`src/rtl/vpu_sequencer.sv`:
```
// VPU pass sequencer: sets the VPU pathway per pass mode, meters two systolic
// lanes into the VPU, counts results per lane and reports completion or a stall.
module vpu_sequencer #(
  parameter int ROWS_W   = 8,
  parameter int WD_LIMIT = 255
) (
  input  logic              clk,
  input  logic              rst,
  input  logic              start,
  input  logic              abort,
  input  logic [1:0]        mode,
  input  logic [ROWS_W-1:0] num_rows,
  input  logic              sys_valid_1,
  input  logic              sys_valid_2,
  input  logic              vpu_valid_out_1,
  input  logic              vpu_valid_out_2,
  output logic [3:0]        vpu_data_pathway,
  output logic              in_ready_1,
  output logic              in_ready_2,
  output logic              aux_rd_en_1,
  output logic              aux_rd_en_2,
  output logic              busy,
  output logic              done,
  output logic              err
);

  typedef enum logic [2:0] {IDLE, CONFIG, RUN, DRAIN, DONE, ERR} state_t;

  localparam logic [8:0] WD_LIM9 = 9'(WD_LIMIT);

  state_t                       state, state_nx;
  logic [1:0]                   mode_q;
  logic [ROWS_W-1:0]            rows_q;
  logic [1:0][ROWS_W-1:0]       in_cnt, out_cnt, out_nx;
  logic [7:0]                   wd;
  logic [1:0]                   sys_v, vout_v, rdy, acc;
  logic                         active, in_full, out_full_nx, wd_hit, aux_mode;

  assign sys_v  = {sys_valid_2, sys_valid_1};
  assign vout_v = {vpu_valid_out_2, vpu_valid_out_1};
  assign active = (state == RUN) || (state == DRAIN);

  // Lane 0 is the "_1" lane, lane 1 the "_2" lane.
  always_comb begin
    for (int i = 0; i < 2; i++) begin
      rdy[i]    = (state == RUN) && (in_cnt[i] != rows_q);
      acc[i]    = sys_v[i] && rdy[i];
      out_nx[i] = (active && vout_v[i] && (out_cnt[i] != rows_q)) ?
                  out_cnt[i] + 1'b1 : out_cnt[i];
    end
  end

  assign in_full     = (in_cnt[0] == rows_q) && (in_cnt[1] == rows_q);
  assign out_full_nx = (out_nx[0] == rows_q) && (out_nx[1] == rows_q);
  // Fires on the edge where the idle count would reach the limit.
  assign wd_hit      = active && !(|vout_v) && (({1'b0, wd} + 9'd1) == WD_LIM9);
  assign aux_mode    = (mode_q == 2'd1) || (mode_q == 2'd2);

  always_ff @(posedge clk or posedge rst) begin
    if (rst) state <= IDLE;
    else     state <= state_nx;
  end

  always_comb begin
    state_nx = state;
    unique case (state)
      IDLE:    if (start) begin
                 if (mode == 2'd3)            state_nx = ERR;
                 else if (num_rows == '0)     state_nx = DONE;
                 else                         state_nx = CONFIG;
               end
      CONFIG:  state_nx = RUN;
      RUN:     if (wd_hit)                    state_nx = ERR;
               else if (in_full)              state_nx = DRAIN;
      DRAIN:   if (out_full_nx)               state_nx = DONE;
               else if (wd_hit)               state_nx = ERR;
      DONE:    state_nx = IDLE;
      ERR:     state_nx = IDLE;
      default: state_nx = IDLE;
    endcase
    if (abort) state_nx = IDLE;
  end

  always_ff @(posedge clk or posedge rst) begin
    if (rst) begin
      mode_q <= '0;
      rows_q <= '0;
    end else if (state == IDLE && start && mode != 2'd3 && num_rows != '0) begin
      mode_q <= mode;
      rows_q <= num_rows;
    end
  end

  // Counters only live in RUN/DRAIN; anything else (incl. abort) returns them to 0.
  always_ff @(posedge clk or posedge rst) begin
    if (rst) begin
      in_cnt  <= '0;
      out_cnt <= '0;
      wd      <= '0;
    end else if (abort || !active) begin
      in_cnt  <= '0;
      out_cnt <= '0;
      wd      <= '0;
    end else begin
      for (int i = 0; i < 2; i++) in_cnt[i] <= in_cnt[i] + ROWS_W'(acc[i]);
      out_cnt <= out_nx;
      wd      <= (|vout_v) ? 8'd0 : wd + 8'd1;
    end
  end

  always_comb begin
    vpu_data_pathway = 4'b0000;
    if (state == CONFIG || active) begin
      unique case (mode_q)
        2'd0:    vpu_data_pathway = 4'b1100;
        2'd1:    vpu_data_pathway = 4'b1111;
        2'd2:    vpu_data_pathway = 4'b0001;
        default: vpu_data_pathway = 4'b0000;
      endcase
    end
  end

  assign in_ready_1  = rdy[0];
  assign in_ready_2  = rdy[1];
  assign aux_rd_en_1 = acc[0] && aux_mode;
  assign aux_rd_en_2 = acc[1] && aux_mode;
  assign busy        = (state == CONFIG) || active;
  assign done        = (state == DONE);
  assign err         = (state == ERR);

endmodule

```
`config.mk`:
```
export PLATFORM = sky130hd
export DESIGN_NAME = vpu_sequencer
export DESIGN_NICKNAME = d
export VERILOG_FILES = /design/src/rtl/vpu_sequencer.sv
export SDC_FILE = /design/constraint.sdc
export NUM_CORES = 1
export LEC_CHECK = 0
export BUFFER_PORTS_ARGS = -buffer_cell sky130_fd_sc_hd__buf_2
export CORE_UTILIZATION = 50
export CTS_BUF_LIST = sky130_fd_sc_hd__clkbuf_8 sky130_fd_sc_hd__clkbuf_16
export DETAILED_ROUTE_END_ITERATION = 8
export GPL_TIMING_DRIVEN = 0
export PLACE_DENSITY = 0.69
export SYNTH_ARGS = -nofsm -noshare
export SYNTH_HDL_FRONTEND = slang
export SYNTH_SLANG_ARGS = --single-unit
```
`constraint.sdc`:
```
create_clock -name clk -period 4.7 [get_ports clk]
set_input_delay 0.94 -clock clk [delete_from_list [all_inputs] [get_ports clk]]
set_output_delay 0.94 -clock clk [all_outputs]
set_load 0.02 [all_outputs]
```
Word level (Yosys, flattened, before mapping)
Index checks and enable logic that the tools add are counted.
W data, S select, Z words.
{"block": "totals", "ff_bits": 53, "latchBits": 0, "mem_bits_rw": 0, "rom_bits": 0, "input_bits": 18, "out_inout_bits": 11, "elab_cells": 81, "n_memories": 0}
{"block": "op_classes", "addsub": 6, "multipliers": 0, "n_div": 0, "order_cmp": 0, "eq_ne": 21, "shifts": 0, "muxes": 17, "bitwise": 0, "n_reduce_logical": 29}
{"op": "$eq A8 B8 Y1", "n": 4}
{"op": "$mux W16", "n": 2}
{"op": "$mux W8", "n": 4}
{"op": "$ne A8 B8 Y1", "n": 4}
{"op": "$add A8 B1 Y8 const B", "n": 3}
{"op": "$mux W3", "n": 8}
{"op": "$logic_and A1 B1 Y1", "n": 17}
{"op": "$add A8 B1 Y8", "n": 2}
{"op": "$pmux W3 S4", "n": 1}
{"op": "$pmux W4 S3", "n": 1}
{"op": "$add A8 B1 Y9 const B", "n": 1}
{"op": "$eq A9 B8 Y1 const B", "n": 1}
{"op": "$logic_not A8 Y1", "n": 1}
{"op": "$ne A4 B4 Y1 const B", "n": 2}
{"op": "$reduce_bool A8 Y1", "n": 1}
{"op": "$eq A3 B2 Y1 const B", "n": 2}
{"op": "$eq A3 B3 Y1 const B", "n": 2}
{"op": "$eq A2 B2 Y1 const B", "n": 2}
{"op": "$logic_or A1 B1 Y1", "n": 4}
{"op": "$mux W4", "n": 1}
{"op": "$eq A3 B1 Y1 const B", "n": 1}
{"op": "$logic_not A3 Y1", "n": 1}
{"op": "$ne A3 B3 Y1 const B", "n": 1}
{"op": "$reduce_and A3 Y1", "n": 1}
{"op": "5 further kinds", "n": 6}

Logic depth before layout (Yosys ltp)
Gate-level depths: netlist of the first run.
{"block": "logic_depth", "word_depth": 10, "ltp_mapped": 11, "depth_no_buf": 10}

Least setup slack after synthesis of the first run
No wires, ideal clock.
{"block": "synth_timing", "path_kind": "reg-to-output", "from": "register rows_q[1]", "to": "output aux_rd_en_1", "arrival_ns": 1.978, "required_time_ns": 3.760, "slack_ns": 1.782, "stages_incl_launch_ff": 6, "path_buffers": 1, "path_cell_list": "dfrtp_1 buf_1 xor2_1 nor4_1 a211oi_1 and3_1"}
{"block": "synth_via", "elab_chain_len": 4}
{"element": "start: declaration", "line_no": "33", "source": "logic [ROWS_W-1:0] rows_q;"}
{"element": "start signal: assignment", "line_no": "90", "source": "rows_q <= num_rows;"}
{"element": "$ne A8 B8 Y1", "line_no": "46", "source": "rdy[i] = (state == RUN) && (in_cnt[i] != rows_q);"}
{"element": "$logic_and A1 B1 Y1", "line_no": "46"}
{"element": "named net in_ready_1", "line_no": "18", "source": "output logic in_ready_1,"}
{"element": "$logic_and A1 B1 Y1", "line_no": "47", "source": "acc[i] = sys_v[i] && rdy[i];"}
{"element": "$logic_and A1 B1 Y1", "line_no": "125", "source": "assign aux_rd_en_1 = acc[0] && aux_mode;"}
{"element": "end: declaration", "line_no": "20", "source": "output logic aux_rd_en_1,"}
The timed path passes the listed nets, and every way through them passes these cells.

Worst setup path in the final report of the first run
{"block": "layout_timing", "from": "register rows_q[1]", "to": "output aux_rd_en_2"}
{"block": "layout_via", "elab_chain_len": 4}
{"element": "$ne A8 B8 Y1", "line_no": "46"}
{"element": "$logic_and A1 B1 Y1", "line_no": "46"}
{"element": "$logic_and A1 B1 Y1", "line_no": "47"}
{"element": "$logic_and A1 B1 Y1", "line_no": "126", "source": "assign aux_rd_en_2 = acc[1] && aux_mode;"}
{"element": "end: declaration", "line_no": "21", "source": "output logic aux_rd_en_2,"}
Every way passes these cells.

==> results of run 1 <==
-- placed cells by master, fill, tap and decap left out, types with 8 or more instances in the layout --
| cell | netlist | routed |
|---|---|---|
| and3_1 | 9 | 9 |
| nor2_1 | 49 | 49 |
| nand2_1 | 16 | 16 |
| xor2_1 | 40 | 40 |
| nor4_1 | 8 | 8 |
| dfrtp_1 | 53 | 53 |
| a21oi_1 | 10 | 10 |
| and2_1 | 11 | 11 |
| ha_1 | 11 | 11 |
| xnor2_1 | 27 | 27 |
| nand3_1 | 16 | 16 |
| buf_2 | 6 | 34 |
| inv_1 | 12 | 11 |
| o21ai_0 | 9 | 9 |
-- registers in the layout, indices dropped and copies added, names as in the netlist --
name,cells
mode_q,2
rows_q,8
out_cnt,16
wd,8
state,3
in_cnt,16
-- metrics by stage --
step | util | worst slack [ps] | power, mW | cell area, µm² | instances
floorplan | - | 1780 | 1.15 | 3620 | 382
global placement | 0.562 | 1520 | 1.32 | 3880 | 506
detailed placement | 0.564 | 1500 | 1.33 | 3900 | 507
CTS | 0.578 | 1320 | 1.61 | 4000 | 515
global route | 0.578 | 1240 | 1.70 | 4000 | 515
finish | 0.578 | 1290 | 1.60 | 4000 | 515
-- area by class of cell --
type / count / area (µm²) / share of cell area
Clock inverter: 2 / 13.8 / 0.00345
Timing Repair Buffer: 29 / 160 / 0.0401
Inverter: 12 / 45.0 / 0.0113
Buffer: 25 / 166 / 0.0417
Sequential cell: 53 / 1330 / 0.332
Tap cell: 96 / 120 / 0.0301
Clock buffer: 6 / 82.6 / 0.0207
Multi-Input combinational cell: 292 / 2080 / 0.521
-- logic make-up after synthesis --
group           count (synthesis)  share of synthesized area
simple gates                  145                      0.213
xor+xnor                       70                      0.179
compound gates                 55                      0.112
flops                          53                      0.367
buf+inv                        37                     0.0584
fa+ha+maj                      12                     0.0408
mux                            10                     0.0301
-- per-layer routing --
layer / global-route usage / vias to the layer above / wire, µm
met2: 0.390 / 76 / 3750
met5: 0 / - / 0
li1: - / 1399 / -
met3: 0.0370 / 6 / 330
met4: 0.0606 / 0 / 76
met1: 0.320 / 1400 / 3780
-- final timing paths --
check                           cells after the start  startpoint     endpoint
worst max register to register                     11   rows_q[1]    in_cnt[6]
max in group asynchronous                           3         rst   out_cnt[0]
min in group asynchronous                           2         rst    rows_q[4]
worst min register to register                      1       wd[0]        wd[0]
worst max-delay path                                6   rows_q[1]  aux_rd_en_2
worst min-delay path                                1       wd[0]        wd[0]
-- worst reg2reg max path, delay by kind of cell, from the launching register on --
family,cells,cell delay [ps]
AOI/OAI and AO/OA,1,470
xor gates and xnor gates,2,340
adders and majority gates,2,420
buffers and inverters,1,520
DFF,1,430
and+or+nand+nor,5,680
-- cell usage after synthesis, types with 2 or more instances --
| library cell | instances |
|---|---|
| dfrtp_1 | 53 |
| nor2_1 | 49 |
| xor2_1 | 40 |
| xnor2_1 | 27 |
| nand2_1 | 16 |
| nand3_1 | 16 |
| inv_1 | 12 |
| and2_1 | 11 |
| ha_1 | 11 |
| a21oi_1 | 10 |
| and3_1 | 9 |
| o21ai_0 | 9 |
| nor4_1 | 8 |
| buf_6 | 7 |
| mux2_2 | 7 |
| buf_2 | 6 |
| clkbuf_1 | 5 |
| nand2b_1 | 5 |
| o211ai_1 | 5 |
| a211oi_1 | 4 |
| nand3b_1 | 4 |
| nand4_1 | 4 |
| nor3b_1 | 4 |
| o2111ai_1 | 4 |
| or2_2 | 4 |
| a31oi_1 | 3 |
| buf_1 | 3 |
| buf_4 | 3 |
| mux2i_1 | 3 |
| and3b_1 | 2 |
| nand4_2 | 2 |
| nor3_1 | 2 |
| o211a_1 | 2 |
| o2bb2ai_1 | 2 |
| or4_1 | 2 |
-- power by group through the flow --
| stage | registers (mW) | logic, mW | clock network [mW] |
|---|---|---|---|
| 2_1_floorplan | 0.536 | 0.611 | 0 |
| 3_3_place_gp | 0.541 | 0.779 | 0 |
| 3_5_place_dp | 0.542 | 0.790 | 0 |
| 4_1_cts | 0.533 | 0.795 | 0.285 |
| 5_1_grt | 0.537 | 0.865 | 0.298 |
| 6_report | 0.533 | 0.793 | 0.277 |
==> results_dict.tcl, run 1 <==
set metrics [dict create \
    layout.nets 447 \
    synth_fp_nets 411 \
    clockPowerShare 0.173 \
    start_kind "register" \
    post_route_cells_drive_above_1_share 0.181 \
    ys_ff_latch 53 \
    syn2layout_area_growth_pct 10.4 \
    p_switching_mw 0.639 \
    ios 29 \
    drv_slew 0 \
    die_width_um 87.1 \
    peakVddDrop_v 0.000298 \
    cts_tree "done" \
    slowest_delay_ps 520 \
    diodes 0 \
    cts_hold_buffers 0 \
    ys_seq_area_frac 0.367 \
    synth_top_cell_by_area "dfrtp_1" \
    synth_area_leaders "dfrtp_1 37%, xor2_1 9.7%, xnor2_1 6.5%, nor2_1 5.1%, ha_1 3.8%" \
    initial_core_util 0.524 \
    synth_edf_count 0 \
    finalHoldViolCount 0 \
    cts_max_level 2 \
    p_int_mw 0.964 \
    finClkSkew_ps 6.32 \
    p_comb_frac 0.495 \
    synth_top_area_share 0.367 \
    p_leak_nw 1.75 \
    nFillCells 649 \
    end_kind "primary output" \
    cts_setup_buffers 0 \
    synth_ff_type "dfrtp_1" \
    powerDensity_mw_per_mm2 401 \
    fin_crit_ps 3410 \
    port_buffers 28 \
    post-route-drc-count 0 \
    cts_resized 0 \
    path_clk_slew_ps 100 \
    gp_congestion 0.872 \
    vias 2881 \
    finalSetupViolations 0 \
    grt_overflow 0 \
    tns_ps 0 \
    grt_max_degree 38 \
    critical_path_class "reg2out" \
    grt_usage 0.235 \
    first_pass_iters 4 \
    seq_power_share 0.332 \
    required_ps 3760 \
    drt_wl_total_um 7940 \
    fmax_mhz 293 \
    drt-initial-drc-count 188 \
    synth.distinct_cells 63 \
    outcome "complete, no violations" \
    fin_hold_ws_ps 484 \
    crit_family "simple AND/OR/NAND/NOR gates" \
    netlist_instances 382 \
    num_rows 30 \
    cp_max_fo 10 \
    async_reset_ff_frac 1.00 \
    rsz0062_at_grt "no" \
    clk-insertion-delay-late_ps 310 \
    worst-path-buf-inv 2 \
    die_y_um 87.1 \
    cts_buffers 5 \
    cts.sinks 53 \
    period_share 0.725 \
    grt_pass1_wl_um 13700 \
    core_mm2 0.00691 \
    hold_class "reg2reg" \
    relSlewSlack 0.577 \
    timing.max_cap.violations 0 \
    detail-route-antenna-nets 0 \
    grt_pass1_vias 2786 \
    routedWlPerCell_um 15.4 \
    post-dp-hpwl_um 5880 \
    ys_warn_count 0 \
    worstMarginPinSlew_ps 634 \
    timing.critical_path.arrival_ps 2470 \
    die_area_mm2 0.00758 \
    antenna_found_initial 0 \
    syn_avg_cell_area_um2 9.47 \
    reg2reg_setup_slack_ps 1710 \
    syn_area_mm2 0.00362 \
    cts_max_path_buffers 2 \
    crit_slowest_cell "buf_1" \
    viasPerCell 5.59 \
    cts-root-buf "clkbuf_8" \
    switching_share 0.399 \
    path_cells "buf_1, xor2_1, nor4_1, a211oi_1, and3_1, buf_2" \
]
Note: power is estimated with default switching activity, not from simulation.
==> inputs of run 2 (changes only) <==
Settings changed: PLACE_DENSITY 0.69 to 0.72.
Clock period 4.7 ns to 2.8 ns, I/O delays scaled along.
==> run 2 against run 1 <==
Flip-flop and latch count unchanged; final cell count rose by 0.97%; sequential share of layout area decreased by 0.97 points; sequential power is 68% higher; die area is the same; setup slack lost 1200 ps; via count grew 1.5%; count of clock-buffer cells in the layout fell by 1; clock power grew 93%; final area increased by 3.0%; global-route usage fell by 1.3 points; critical path type is now reg2reg; critical endpoint is now state[1]; largest power group unchanged.
==> results_dict.tcl, run 2 (synthesized netlist as in run 1, its figures left out) <==
set metrics [dict create \
    drt_wl_total_um 8060 \
    hold_class "in2async" \
    switching_share 0.392 \
    layout.nets 452 \
    critical_path_class "reg2reg" \
    core_mm2 0.00691 \
    finalHoldViolCount 0 \
    p_comb_frac 0.496 \
    drt-initial-drc-count 214 \
    gp_congestion 0.893 \
    r2r-end "state[1]" \
    diodes 0 \
    powerDensity_mw_per_mm2 688 \
    num_rows 30 \
    die_width_um 87.1 \
    crit_slowest_cell "a2111o_1" \
    initial_core_util 0.524 \
    post-dp-hpwl_um 5920 \
    start_kind "register" \
    finalSetupViolations 0 \
    syn2layout_area_growth_pct 13.7 \
    grt_pass1_vias 2722 \
    die_area_mm2 0.00758 \
    fmax_mhz 369 \
    worstMarginPinSlew_ps 600 \
    relSlewSlack 0.596 \
    path_cells "buf_6, xnor2_1, nand4_1, or2_4, nand3_1, xor2_1, a2111o_1, nor4_4, a31oi_1" \
    die_y_um 87.1 \
    final_cell_mix "53 x dfrtp_1, 48 x nor2_1, 40 x xor2_1, 35 x buf_2, 26 x xnor2_1" \
    finClkSkew_ps 6.65 \
    crit_family "simple AND/OR/NAND/NOR gates" \
    vias 2925 \
    reg_top3 "in_cnt: 16 flops, out_cnt: 16 flops" \
    detail-route-antenna-nets 0 \
    cts_buffers 5 \
    post-route-drc-count 0 \
    drv_slew 0 \
    crit_path_start "rows_q[2]" \
    grt_overflow 0 \
    grt_usage 0.221 \
    seq_power_share 0.316 \
    tns_ps 0 \
    total_power_mw 2.83 \
    slowest_delay_ps 460 \
    outcome "complete, no violations" \
    end_kind "register" \
    fin_crit_ps 2710 \
    cts_max_path_buffers 2 \
    p_int_mw 1.72 \
    grt_pass1_wl_um 13000 \
    cp_max_fo 10 \
    ios 29 \
    cts_tree "done" \
    required_ps 2980 \
    port_buffers 28 \
    viasPerCell 5.63 \
    first_pass_iters 4 \
    p_leak_nw 1.80 \
    timing.max_cap.violations 0 \
    rr_startpoint "rows_q[2]" \
    cts.sinks 53 \
    routedWlPerCell_um 15.5 \
    post_route_cells_drive_above_1_share 0.210 \
    reg2regPathDepth 9 \
    cts_max_level 2 \
    reg2reg_setup_slack_ps 90 \
    antenna_found_initial 0 \
    path_clk_slew_ps 100 \
    grt_max_degree 28 \
    clk-insertion-delay-late_ps 310 \
    cts-root-buf "clkbuf_8" \
    clockPowerShare 0.189 \
    worst-path-buf-inv 1 \
    mostFrequentLayoutCell "dfrtp_1" \
    period_share 0.967 \
    p_switching_mw 1.11 \
    cts_hold_buffers 0 \
    peakVddDrop_v 0.000636 \
    timing.critical_path.arrival_ps 2880 \
]
-- run 2: changes by cell type in the layout (fill, tap and decap cells not counted), sizes merged --
cell	previous run	this run
clkbuf	12	10
clkinv	2	1
inv	12	13
bufinv	0	1
buf	48	54
-- run 2: power by group through the flow --
stage,Combinational (mW),Sequential [mW],Clock [mW]
after floorplan,1.03,0.900,0
after global placement,1.32,0.905,0
after detailed placement,1.33,0.909,0
after CTS,1.35,0.893,0.549
after global routing,1.52,0.903,0.573
final,1.40,0.893,0.534
-- run 2: cell type report --
type                            count  area (µm²)
Tap cell                           96         120
Inverter                           12        45.0
Clock inverter                      3        43.8
Sequential cell                    53        1330
Clock buffer                        5        68.8
Buffer                             24         168
Fill cell                         589        2790
Multi-Input combinational cell    292        2140
Timing Repair Buffer               35         205
-- run 2: worst reg2reg max path, delay by kind of cell, from the launching register on --
kind,cells,cell delay (ps)
and+or+nand+nor,4,1080
xor gates and xnor gates,2,360
AOI/OAI and AO/OA,2,610
DFF,1,380
buffers and inverters,1,150
-- run 2: metrics by stage --
| stage | hold slack, ps | utilization | worst slack, ps | cell area (µm²) | instances |
|---|---|---|---|---|---|
| 2_1_floorplan | 455 | - | 216 | 3620 | 382 |
| 3_3_place_gp | 478 | 0.562 | -44.8 | 3880 | 506 |
| 3_5_place_dp | 478 | 0.565 | -79.5 | 3900 | 507 |
| 4_1_cts | 312 | 0.584 | 39.8 | 4030 | 515 |
| 5_1_grt | 348 | 0.596 | -63.8 | 4120 | 520 |
| 6_report | 305 | 0.596 | 92.1 | 4120 | 520 |
-- run 2: how the worst max path moves through the flow --
| stage | end | slack (ps) | cells after the start |
|---|---|---|---|
| floorplan | in_cnt[12] | 220 | 10 |
| global route | state[1] | -60 | 9 |
| CTS | state[0] | 40 | 9 |
| detailed placement | state[0] | -80 | 10 |
| finish | state[1] | 90 | 9 |
| global placement | state[0] | -40 | 10 |
-- run 2: metal layers --
layer,up-vias,track usage,routed length [µm]
li1,1411,-,-
met1,1429,0.304,3740
met2,70,0.361,3870
met3,15,0.0256,339
met4,0,0.0803,110
met5,-,0,0
-- run 2: repair_timing --
| item | CTS | global route |
|---|---|---|
| setup endpoints to repair | 5 | 4 |
| setup buffers | 0 | 6 |
| pin swaps | 0 | 6 |
| gates resized for setup | 3 | 8 |
==> inputs of run 3 (changes only) <==
Settings changed: ABC_AREA set to 1.
==> run 3 against run 2 <==
Synthesized cell count rose by 34%; largest cell class unchanged; count of clock-buffer cells in the layout stayed put; power decreased by 1.6%; critical path depth rose by 1; clock skew up 5.2 ps; synthesized area up 0.21%; die area grew 0.21%; maximum frequency up 4.6%; critical path type is now reg2out; highest routed layer unchanged; final area is 2.8% lower.
==> results_dict.tcl, run 3 <==
set metrics [dict create \
    post-route-worst-setup-slack_ps 210 \
    reg2regPathDepth 17 \
    routedWlPerCell_um 13.2 \
    yosysMostFrequentCell "nand2_1" \
    outcome "complete, no violations" \
    core_mm2 0.00691 \
    diodes 0 \
    start_kind "register" \
    drv_slew 0 \
    cp_max_fo 5 \
    ys_warn_count 0 \
    synth_fp_nets 540 \
    viasPerCell 5.30 \
    required_ps 2240 \
    timing.critical_path.arrival_ps 2030 \
    place_ws_ps 279 \
    final_cell_mix "122 x nand2_1, 67 x nor2_1, 62 x inv_1, 53 x dfrtp_1, 37 x a21oi_1" \
    num_rows 30 \
    cts_tree "done" \
    clk-insertion-delay-late_ps 310 \
    end_kind "primary output" \
    switching_share 0.464 \
    peakVddDrop_v 0.000350 \
    synth_ff_type "dfrtp_1" \
    finalHoldViolCount 0 \
    synth_edf_count 0 \
    clockPowerShare 0.163 \
    powerDensity_mw_per_mm2 696 \
    layout.nets 576 \
    seq_power_share 0.354 \
    initial_core_util 0.525 \
    grt_pass1_wl_um 14100 \
    cts_buffers 5 \
    final_cells 644 \
    cts.sinks 53 \
    timing.max_cap.violations 0 \
    finalSetupViolations 0 \
    rsz0062_at_grt "no" \
    relSlewSlack 0.515 \
    ys_ff_latch 53 \
    reg_top3 "in_cnt: 16 flops, out_cnt: 16 flops" \
    p_comb_frac 0.484 \
    drt-initial-drc-count 274 \
    fmax_mhz 386 \
    cts_resized 0 \
    ios 29 \
    vias 3416 \
    cts_hold_buffers 0 \
    die_area_mm2 0.00760 \
    synth.distinct_cells 33 \
    p_int_mw 1.49 \
    ys_seq_area_frac 0.366 \
    syn_area_mm2 0.00363 \
    synth_top_area_share 0.366 \
    grt_pass1_vias 3034 \
    cts_max_level 2 \
    syn2layout_area_growth_pct 10.3 \
    worstMarginPinSlew_ps 725 \
    post-route-drc-count 0 \
    final_util 0.579 \
    grt_overflow 0 \
    hold_class "in2async" \
    fin_crit_ps 2590 \
    synth_top_cell_by_area "dfrtp_1" \
    post_route_cells_drive_above_1_share 0.153 \
    gp_congestion 0.876 \
    drt_wl_total_um 8530 \
    syn_avg_cell_area_um2 7.10 \
    mostFrequentLayoutCell "nand2_1" \
    place_inst 636 \
    netlist_instances 511 \
    grt_usage 0.242 \
    design_area_mm2 0.00400 \
    finClkSkew_ps 11.9 \
    p_leak_nw 1.90 \
    critical_path_class "reg2out" \
    antenna_found_initial 0 \
    die_width_um 87.2 \
    cts-root-buf "clkbuf_8" \
    post-dp-hpwl_um 6640 \
    period_share 0.925 \
    port_buffers 28 \
    cts_setup_buffers 0 \
    die_y_um 87.2 \
    synth_area_leaders "dfrtp_1 37%, nand2_1 13%, nor2_1 6.9%, inv_1 6.5%, a21oi_1 5.1%" \
    grt_max_degree 43 \
    path_clk_slew_ps 100 \
    p_switching_mw 1.29 \
    first_pass_iters 4 \
    place_area_mm2 0.00391 \
    async_reset_ff_frac 1.00 \
    cts_max_path_buffers 2 \
    synthTopCellsByCount "122 x nand2_1, 67 x nor2_1, 63 x inv_1" \
    tns_ps 0 \
    detail-route-antenna-nets 0 \
]
## run 3: through the flow
step | hold slack, ps | power [mW]
final | 171 | 2.78
after global routing | 194 | 3.01
after CTS | 183 | 2.79
after detailed placement | 475 | 2.34
after global placement | 472 | 2.31
after floorplan | 454 | 1.97
## run 3: worst max-delay path, cell delays in order, from the launching register on
cell	delay (ps)
dfrtp_1	470
inv_2	110
or2_2	280
o21ai_0	80
a211oi_1	70
nand3_1	70
nor2_1	60
nor2_1	200
inv_1	90
nor3_1	120
buf_2	190
## run 3: cells by family (layout without fill, tap and decap cells)
family                   count (synthesis)  count (layout)  synth area share
AND/OR/NAND/NOR                        282             282             0.362
adder cells (fa/ha/maj)                 11              11            0.0380
flip-flops                              53              53             0.366
buffers and inverters                   85             122            0.0983
XOR/XNOR                                19              19            0.0480
AO/OA/AOI/OAI                           61              61            0.0880
## run 3: layer usage
| layer | track usage | vias to the layer above | routed length, µm |
|---|---|---|---|
| met1 | 0.338 | 1590 | 3940 |
| met2 | 0.393 | 104 | 4020 |
| met3 | 0.0313 | 15 | 403 |
| met5 | 0 | - | 0 |
| met4 | 0.0745 | 0 | 170 |
| li1 | - | 1707 | - |
## run 3: power by group through the flow
stage	sequential (mW)	clock (mW)	combinational (mW)
floorplan	0.952	0	1.02
global placement	0.995	0	1.32
detailed placement	0.996	0	1.34
CTS	0.980	0.463	1.35
global route	0.995	0.492	1.52
finish	0.984	0.453	1.35
## run 3: final timing paths
path | from | end | slack [ps]
min in group clk | wd[0] | wd[0] | 490
max in group asynchronous | rst | rows_q[7] | 2110
hold reg to reg | wd[0] | wd[0] | 490
setup / recovery | rows_q[2] | aux_rd_en_1 | 210
hold / removal | rst | in_cnt[6] | 170
setup reg to reg | rows_q[2] | in_cnt[6] | 280
## run 3: cell type report
type / instances / area (µm²)
fillers: 682 / 2910
multi-input cells: 373 / 1940
flip-flops and latches: 53 / 1330
inverters: 75 / 282
repair buffers: 29 / 160
well taps: 96 / 120
plain buffers: 10 / 75.1
clock buffers: 5 / 68.8
clock inverters: 3 / 25.0
